### src/rtl/matrix_add_engine.sv
// -----------------------------------------------------------------------------
// matrix_add_engine
//   Memory-master sequencer for the matrix-add flow. On an accepted start it
//   reads matrix A and matrix B (each N_ELEM lanes of ELEM_W bits, 256b total)
//   from main memory, adds them lane by lane and writes the result back to the
//   destination slot. Integer slots are plain 256b words and use the same path.
//
//   Optional build macro:
//     MATRIX_ADD_SAT_EN - lanes clamp to all-ones on carry-out instead of
//                         wrapping modulo 2^ELEM_W. ovf is reported either way.
//
// Ports
//   Clk      in   1    clock, rising edge
//   nReset   in   1    asynchronous active-low reset
//   start    in   1    operation request, sampled only while idle
//   srcA     in   4    slot of operand A
//   srcB     in   4    slot of operand B
//   dst      in   4    slot receiving the result
//   busy     out  1    high from the cycle after accept until back in idle
//   done     out  1    one-cycle pulse once the write-back has been committed
//   ovf      out  1    OR of all lane carries, valid with done, held until
//                      the next accepted start
//   address  out  16   {MEM_SEL, 8'h00, slot}
//   nRead    out  1    active-low memory read strobe
//   nWrite   out  1    active-low memory write strobe
//   DataIn   in   256  memory read data (1-cycle latency after the read edge)
//   DataOut  out  256  memory write data
// -----------------------------------------------------------------------------
module matrix_add_engine #(
   parameter logic [3:0] MEM_SEL = 4'h0,
   parameter int          ELEM_W  = 16,
   parameter int          N_ELEM  = 16   // N_ELEM*ELEM_W must equal 256
) (
   input  logic         Clk,
   input  logic         nReset,
   input  logic         start,
   input  logic [3:0]   srcA,
   input  logic [3:0]   srcB,
   input  logic [3:0]   dst,
   output logic         busy,
   output logic         done,
   output logic         ovf,
   output logic [15:0]  address,
   output logic         nRead,
   output logic         nWrite,
   input  logic [255:0] DataIn,
   output logic [255:0] DataOut
);

   typedef enum logic [2:0] {
      IDLE = 3'd0,
      RD_A = 3'd1,
      WT_A = 3'd2,
      RD_B = 3'd3,
      WT_B = 3'd4,
      ADD  = 3'd5,
      WR   = 3'd6,
      DONE = 3'd7
   } state_t;

   state_t         state_r;
   state_t         state_nxt_s;
   logic           accept_s;
   logic [15:0]    address_nxt_s;
   logic           nread_nxt_s;
   logic           nwrite_nxt_s;
   logic           busy_nxt_s;
   logic           done_nxt_s;

   logic [3:0]     srcb_r;
   logic [3:0]     dst_r;
   logic [255:0]   rega_r;
   logic [255:0]   regb_r;
   logic [255:0]   sum_r;
   logic [255:0]   sum_nxt_s;
   logic           carry_any_s;
   logic [ELEM_W:0] lane_s;

   // One lane of the adder; the extra top bit is the lane carry-out.
   function automatic logic [ELEM_W:0] lane_add(input logic [ELEM_W-1:0] a,
                                                input logic [ELEM_W-1:0] b);
      lane_add = {1'b0, a} + {1'b0, b};
   endfunction

   // Next-state and next-output decode. Strobes and address are produced one
   // state early so that the registered outputs line up with the state they
   // belong to. srcA is taken straight from the port on accept because RD_A
   // is only ever entered from IDLE.
   always_comb begin
      state_nxt_s   = state_r;
      accept_s      = 1'b0;
      address_nxt_s = address;
      nread_nxt_s   = 1'b1;
      nwrite_nxt_s  = 1'b1;
      case (state_r)
         IDLE: begin
            if (start) begin
               state_nxt_s   = RD_A;
               accept_s      = 1'b1;
               address_nxt_s = {MEM_SEL, 8'h00, srcA};
               nread_nxt_s   = 1'b0;
            end else begin
               state_nxt_s   = IDLE;
            end
         end
         RD_A: state_nxt_s = WT_A;
         WT_A: begin
            state_nxt_s   = RD_B;
            address_nxt_s = {MEM_SEL, 8'h00, srcb_r};
            nread_nxt_s   = 1'b0;
         end
         RD_B: state_nxt_s = WT_B;
         WT_B: state_nxt_s = ADD;
         ADD: begin
            state_nxt_s   = WR;
            address_nxt_s = {MEM_SEL, 8'h00, dst_r};
            nwrite_nxt_s  = 1'b0;
         end
         WR:      state_nxt_s = DONE;
         DONE:    state_nxt_s = IDLE;
         default: state_nxt_s = IDLE;
      endcase
      busy_nxt_s = (state_nxt_s != IDLE);
      done_nxt_s = (state_nxt_s == DONE);
   end

   // Lane-wise add of the captured operands plus the OR of all carries.
   always_comb begin
      sum_nxt_s   = '0;
      carry_any_s = 1'b0;
      lane_s      = '0;
      for (int i = 0; i < N_ELEM; i++) begin
         lane_s      = lane_add(rega_r[i*ELEM_W +: ELEM_W], regb_r[i*ELEM_W +: ELEM_W]);
         carry_any_s = carry_any_s | lane_s[ELEM_W];
`ifdef MATRIX_ADD_SAT_EN
         if (lane_s[ELEM_W]) begin
            sum_nxt_s[i*ELEM_W +: ELEM_W] = {ELEM_W{1'b1}};
         end else begin
            sum_nxt_s[i*ELEM_W +: ELEM_W] = lane_s[ELEM_W-1:0];
         end
`else
         sum_nxt_s[i*ELEM_W +: ELEM_W] = lane_s[ELEM_W-1:0];
`endif
      end
   end

   // FSM state and registered memory-bus / status outputs.
   always_ff @(posedge Clk or negedge nReset) begin
      if (!nReset) begin
         state_r <= IDLE;
         address <= 16'h0000;
         nRead   <= 1'b1;
         nWrite  <= 1'b1;
         busy    <= 1'b0;
         done    <= 1'b0;
      end else begin
         state_r <= state_nxt_s;
         address <= address_nxt_s;
         nRead   <= nread_nxt_s;
         nWrite  <= nwrite_nxt_s;
         busy    <= busy_nxt_s;
         done    <= done_nxt_s;
      end
   end

   // Operand slots latched at accept so later port changes cannot disturb
   // the running operation.
   always_ff @(posedge Clk or negedge nReset) begin
      if (!nReset) begin
         srcb_r <= 4'h0;
         dst_r  <= 4'h0;
      end else if (accept_s) begin
         srcb_r <= srcB;
         dst_r  <= dst;
      end
   end

   // Operand capture: read data is valid during the wait state after the read.
   always_ff @(posedge Clk or negedge nReset) begin
      if (!nReset) begin
         rega_r <= '0;
         regb_r <= '0;
      end else if (state_r == WT_A) begin
         rega_r <= DataIn;
      end else if (state_r == WT_B) begin
         regb_r <= DataIn;
      end
   end

   // Result and overflow: computed in ADD; ovf is cleared on the next accept.
   always_ff @(posedge Clk or negedge nReset) begin
      if (!nReset) begin
         sum_r <= '0;
         ovf   <= 1'b0;
      end else if (state_r == ADD) begin
         sum_r <= sum_nxt_s;
         ovf   <= carry_any_s;
      end else if (accept_s) begin
         ovf   <= 1'b0;
      end
   end

   assign DataOut = sum_r;

endmodule

### config.mk
export PLATFORM = sky130hd
export DESIGN_NAME = matrix_add_engine
export DESIGN_NICKNAME = d
export VERILOG_FILES = /design/src/rtl/matrix_add_engine.sv
export SDC_FILE = /design/constraint.sdc
export NUM_CORES = 2
export LEC_CHECK = 0
export CORE_MARGIN = 3
export CORE_UTILIZATION = 45
export DETAILED_ROUTE_END_ITERATION = 6
export GPL_TIMING_DRIVEN = 0
export PLACE_DENSITY = 0.8
export SETUP_SLACK_MARGIN = 0.02
export SYNTH_ARGS = -nofsm -noshare
export SYNTH_HDL_FRONTEND = slang
export SYNTH_SLANG_ARGS = --single-unit
### constraint.sdc
create_clock -name Clk -period 9.4 [get_ports Clk]
set_input_delay 1.41 -clock Clk [delete_from_list [all_inputs] [get_ports Clk]]
set_output_delay 1.41 -clock Clk [all_outputs]
set_load 0.1 [all_outputs]
==> impl_metrics.ini <==
[drt]
post-route-drc-count = 2
dr_total_vias = 32014
viasPerCell = 5.488
drt_iter0_drc = 2082
dr.pass1.iters = 7
drt-total-wl_um = 126700
ant_nets = 0
wire_per_inst_um = 21.72

[sta]
finClkSkew_ns = 0.03359
finalCritPeriodShare_pct = 46.52
min_period_ns = 4.372
clock.fmax_mhz = 228.7
setup_violations = 0
setup-tns-final_ns = 0
final-hold-violation-count = 0
slew_headroom_pct = 4.574
rsz0062_at_grt = no
worstMarginPinSlew_ns = 1.431
finalMaxSlewViolations = 0
worst_slack_ns = 5.028

[finish]
areaGrowthSynthToFinish_pct = 25.72
fin_nets = 5138
drive_above_1_share_pct = 10.13
fill_cells = 7185

[setup_path]
worstSetupStartpointType = flop
end_kind = flop
crit_type = flop to flop
regToRegSetupSlack_ns = 5.03
arrival_ns = 4.91
crit_fanout = 10
timing.rr.end = DataOut[0]$_DFFE_PN0P_
reg2reg_from = state_r[1]$_DFF_PN0_
reg2reg_depth = 10
critPathRequiredTime_ns = 9.94

[synthesis]
syn-cell-area_sq_um = 39380
ys_warn_count = 0
yosys.area_share.simple_pct = 14.95
synth_compound_area_share_pct = 11.45
synthDistinctLibCells = 72
synth_xor_area_share_pct = 4.403
synth_ff_type = dfrtp_1
synthArstFlopShare_pct = 100.0
synth_top_family_by_area = simple AND/OR/NAND/NOR gates
seq_area_frac_synth_pct = 50.08
synth_seq_cells = 788
avgSynthCellArea_sq_um = 9.973
synthAdderAreaFrac_pct = 9.074
synth_edf_count = 0
synthCells = 3949
synth_mux_area_share_pct = 7.663

[placement]
portBuffers = 535
dpl_worst_slack_ns = 5.061
gp_congestion = 0.9116
hpwl_um = 96090

[global_routing]
antenna_found_initial = 38
track_usage_pct = 27.37
grt_max_degree = 126
grt_pass1_wl_um = 190000
grt_pass1_vias = 32572
grt-ovfl-total = 0

[floorplan]
io_pins = 548
initial_core_util_pct = 45.82
rows = 107
core_sq_um = 85950
dieHeight_um = 301.8
die-area_sq_um = 91100
die_w_um = 301.8

[clock_network]
cts.clk_slew.worst_paths_ns = 0.06
cts_max_path_buffers = 3
numClockSinks = 788
insertion_delay_ns = 0.63
postCtsSetupBuffers = 0
hold_buffers = 0
root_buffer = clkbuf_16
cts_buffers = 88
ctsResizeCount = 0
htree_levels = 3
cts_tree = yes

[status]
violations = design-rule violations
status = finished, violations left

[hold_path]
hold_class = flop to flop
whs_endpoint = DataOut[134]$_DFFE_PN0P_
hp-start = DataOut[134]$_DFFE_PN0P_
hold_path_depth = 2

[flow_run]
drv_cap = 0
==> layout by cell type (no fill, tap or decap), types with 8 or more instances in the layout <==
cell type	instances
a211oi_1	34
a21o_1	56
a21oi_1	149
a22oi_1	10
a31oi_1	16
and2_1	10
and3_1	25
buf_1	8
buf_4	13
bufinv_16	10
clkbuf_1	140
clkbuf_16	88
clkbuf_8	22
clkdlybuf4s50_1	534
clkinv_2	16
conb_1	12
dfrtp_1	786
diode_2	29
fa_1	16
ha_1	260
inv_1	78
mux2_2	268
nand2_1	1132
nand2b_1	26
nand3_1	38
nand4_1	11
nor2_1	93
nor2b_1	21
nor3_1	41
nor4_1	8
o211ai_1	8
o21a_1	30
o21ai_0	304
o21ai_1	10
o21bai_1	19
o31ai_1	24
or2_2	11
or3_1	14
xnor2_1	77
xor2_1	121
==> per-layer routing <==
layer / global-route usage [%] / part of all wire, % / vias up
met1: 33.32 / 40 / 15825
met3: 6.445 / 7.1 / 298
met2: 46.16 / 48 / 1060
met5: 0 / 0.090 / -
li1: - / - / 14813
met4: 12.57 / 4.8 / 18
==> sequential cells by signal, indices dropped and copies added, names as in the netlist <==
| signal | flops |
|---|---|
| state_r | 3 |
| busy | 1 |
| dst_r | 4 |
| DataOut | 256 |
| address | 4 |
| nWrite | 1 |
| done | 1 |
| nRead | 1 |
| regb_r | 256 |
| ovf | 1 |
| srcb_r | 4 |
| rega_r | 256 |
==> cell usage after synthesis, drive strengths merged, types with 12 or more instances <==
library cell | number | area, sq um
fa | 16 | 320.3
and3 | 25 | 156.4
xnor2 | 77 | 674.4
mux2 | 268 | 3018
o31ai | 25 | 192.7
nor2 | 93 | 349.1
o21ai | 314 | 1572
nor3 | 41 | 205.2
o21bai | 19 | 142.6
nand2b | 26 | 162.7
a211oi | 34 | 255.2
nand2 | 1132 | 4249
nor2b | 21 | 131.4
or2 | 12 | 75.08
xor2 | 121 | 1060
buf | 22 | 131.4
a21oi | 149 | 745.7
or3 | 14 | 87.58
a31oi | 16 | 100.1
o21a | 30 | 225.2
nand3 | 38 | 190.2
dfrtp | 786 | 19670
a21o | 56 | 420.4
clkbuf | 136 | 510.5
inv | 78 | 292.8
ha | 260 | 3253
==> cell type report <==
type | count | area (sq um) | area share [%]
diodes | 29 | 72.57 | 0.1466
plain buffers | 158 | 645.6 | 1.304
clock buffers | 116 | 2527 | 5.105
clock inverters | 43 | 528.0 | 1.066
inverters | 78 | 292.8 | 0.5913
multi-input cells | 2936 | 18770 | 37.90
flip-flops and latches | 788 | 19720 | 39.83
well taps | 1144 | 1431 | 2.891
repair buffers | 541 | 5525 | 11.16
==> critical path: stages, from the launching register on <==
cell and delay [ns]:
dfrtp_1 0.37, inv_1 0.07, ha_1 0.20, and2_1 0.16, buf_4 0.25, inv_1 0.29
clkbuf_1 0.59, clkbuf_1 0.94, buf_1 1.11, nand2_1 0.16, nand2_1 0.12
==> worst max path at each step <==
stage / cells past startpoint / startpoint / to / slack, ns
6_report: 10 / state_r[1]$_DFF_PN0_ / DataOut[0]$_DFFE_PN0P_ / 5.03
2_1_floorplan: 11 / rega_r[80]$_DFFE_PN0P_ / ovf$_DFFE_PN0P_ / 6.42
4_1_cts: 11 / rega_r[29]$_DFFE_PN0P_ / ovf$_DFFE_PN0P_ / 5.03
5_1_grt: 11 / rega_r[29]$_DFFE_PN0P_ / ovf$_DFFE_PN0P_ / 4.90
3_5_place_dp: 10 / state_r[1]$_DFF_PN0_ / DataOut[0]$_DFFE_PN0P_ / 5.06
3_3_place_gp: 1 / nReset / DataOut[16]$_DFFE_PN0P_ / -28.16
==> cell families after synthesis <==
| logic type | Yosys count |
|---|---|
| compound gates | 739 |
| xor+xnor | 198 |
| fa+ha+maj | 276 |
| buf+inv | 236 |
| flops | 788 |
| mux | 268 |
| other cells | 1 |
| simple gates | 1443 |
==> per-stage QoR <==
stage          area [sq um]  std cells  hold slack (ns)  utilization, %
6_report              49510       5833           0.4745           57.60
5_1_grt               49490       5825           0.5005           57.58
4_1_cts               49440       5804           0.4788           57.52
3_5_place_dp          46380       5645           0.4654           53.97
3_3_place_gp          46210       5639           0.4536           53.76
2_1_floorplan         39420       3960           0.4444               -
Power is left out: the tool's default activity adds up to more than one toggle a clock period on the data nets, which glitch-free logic cannot reach.
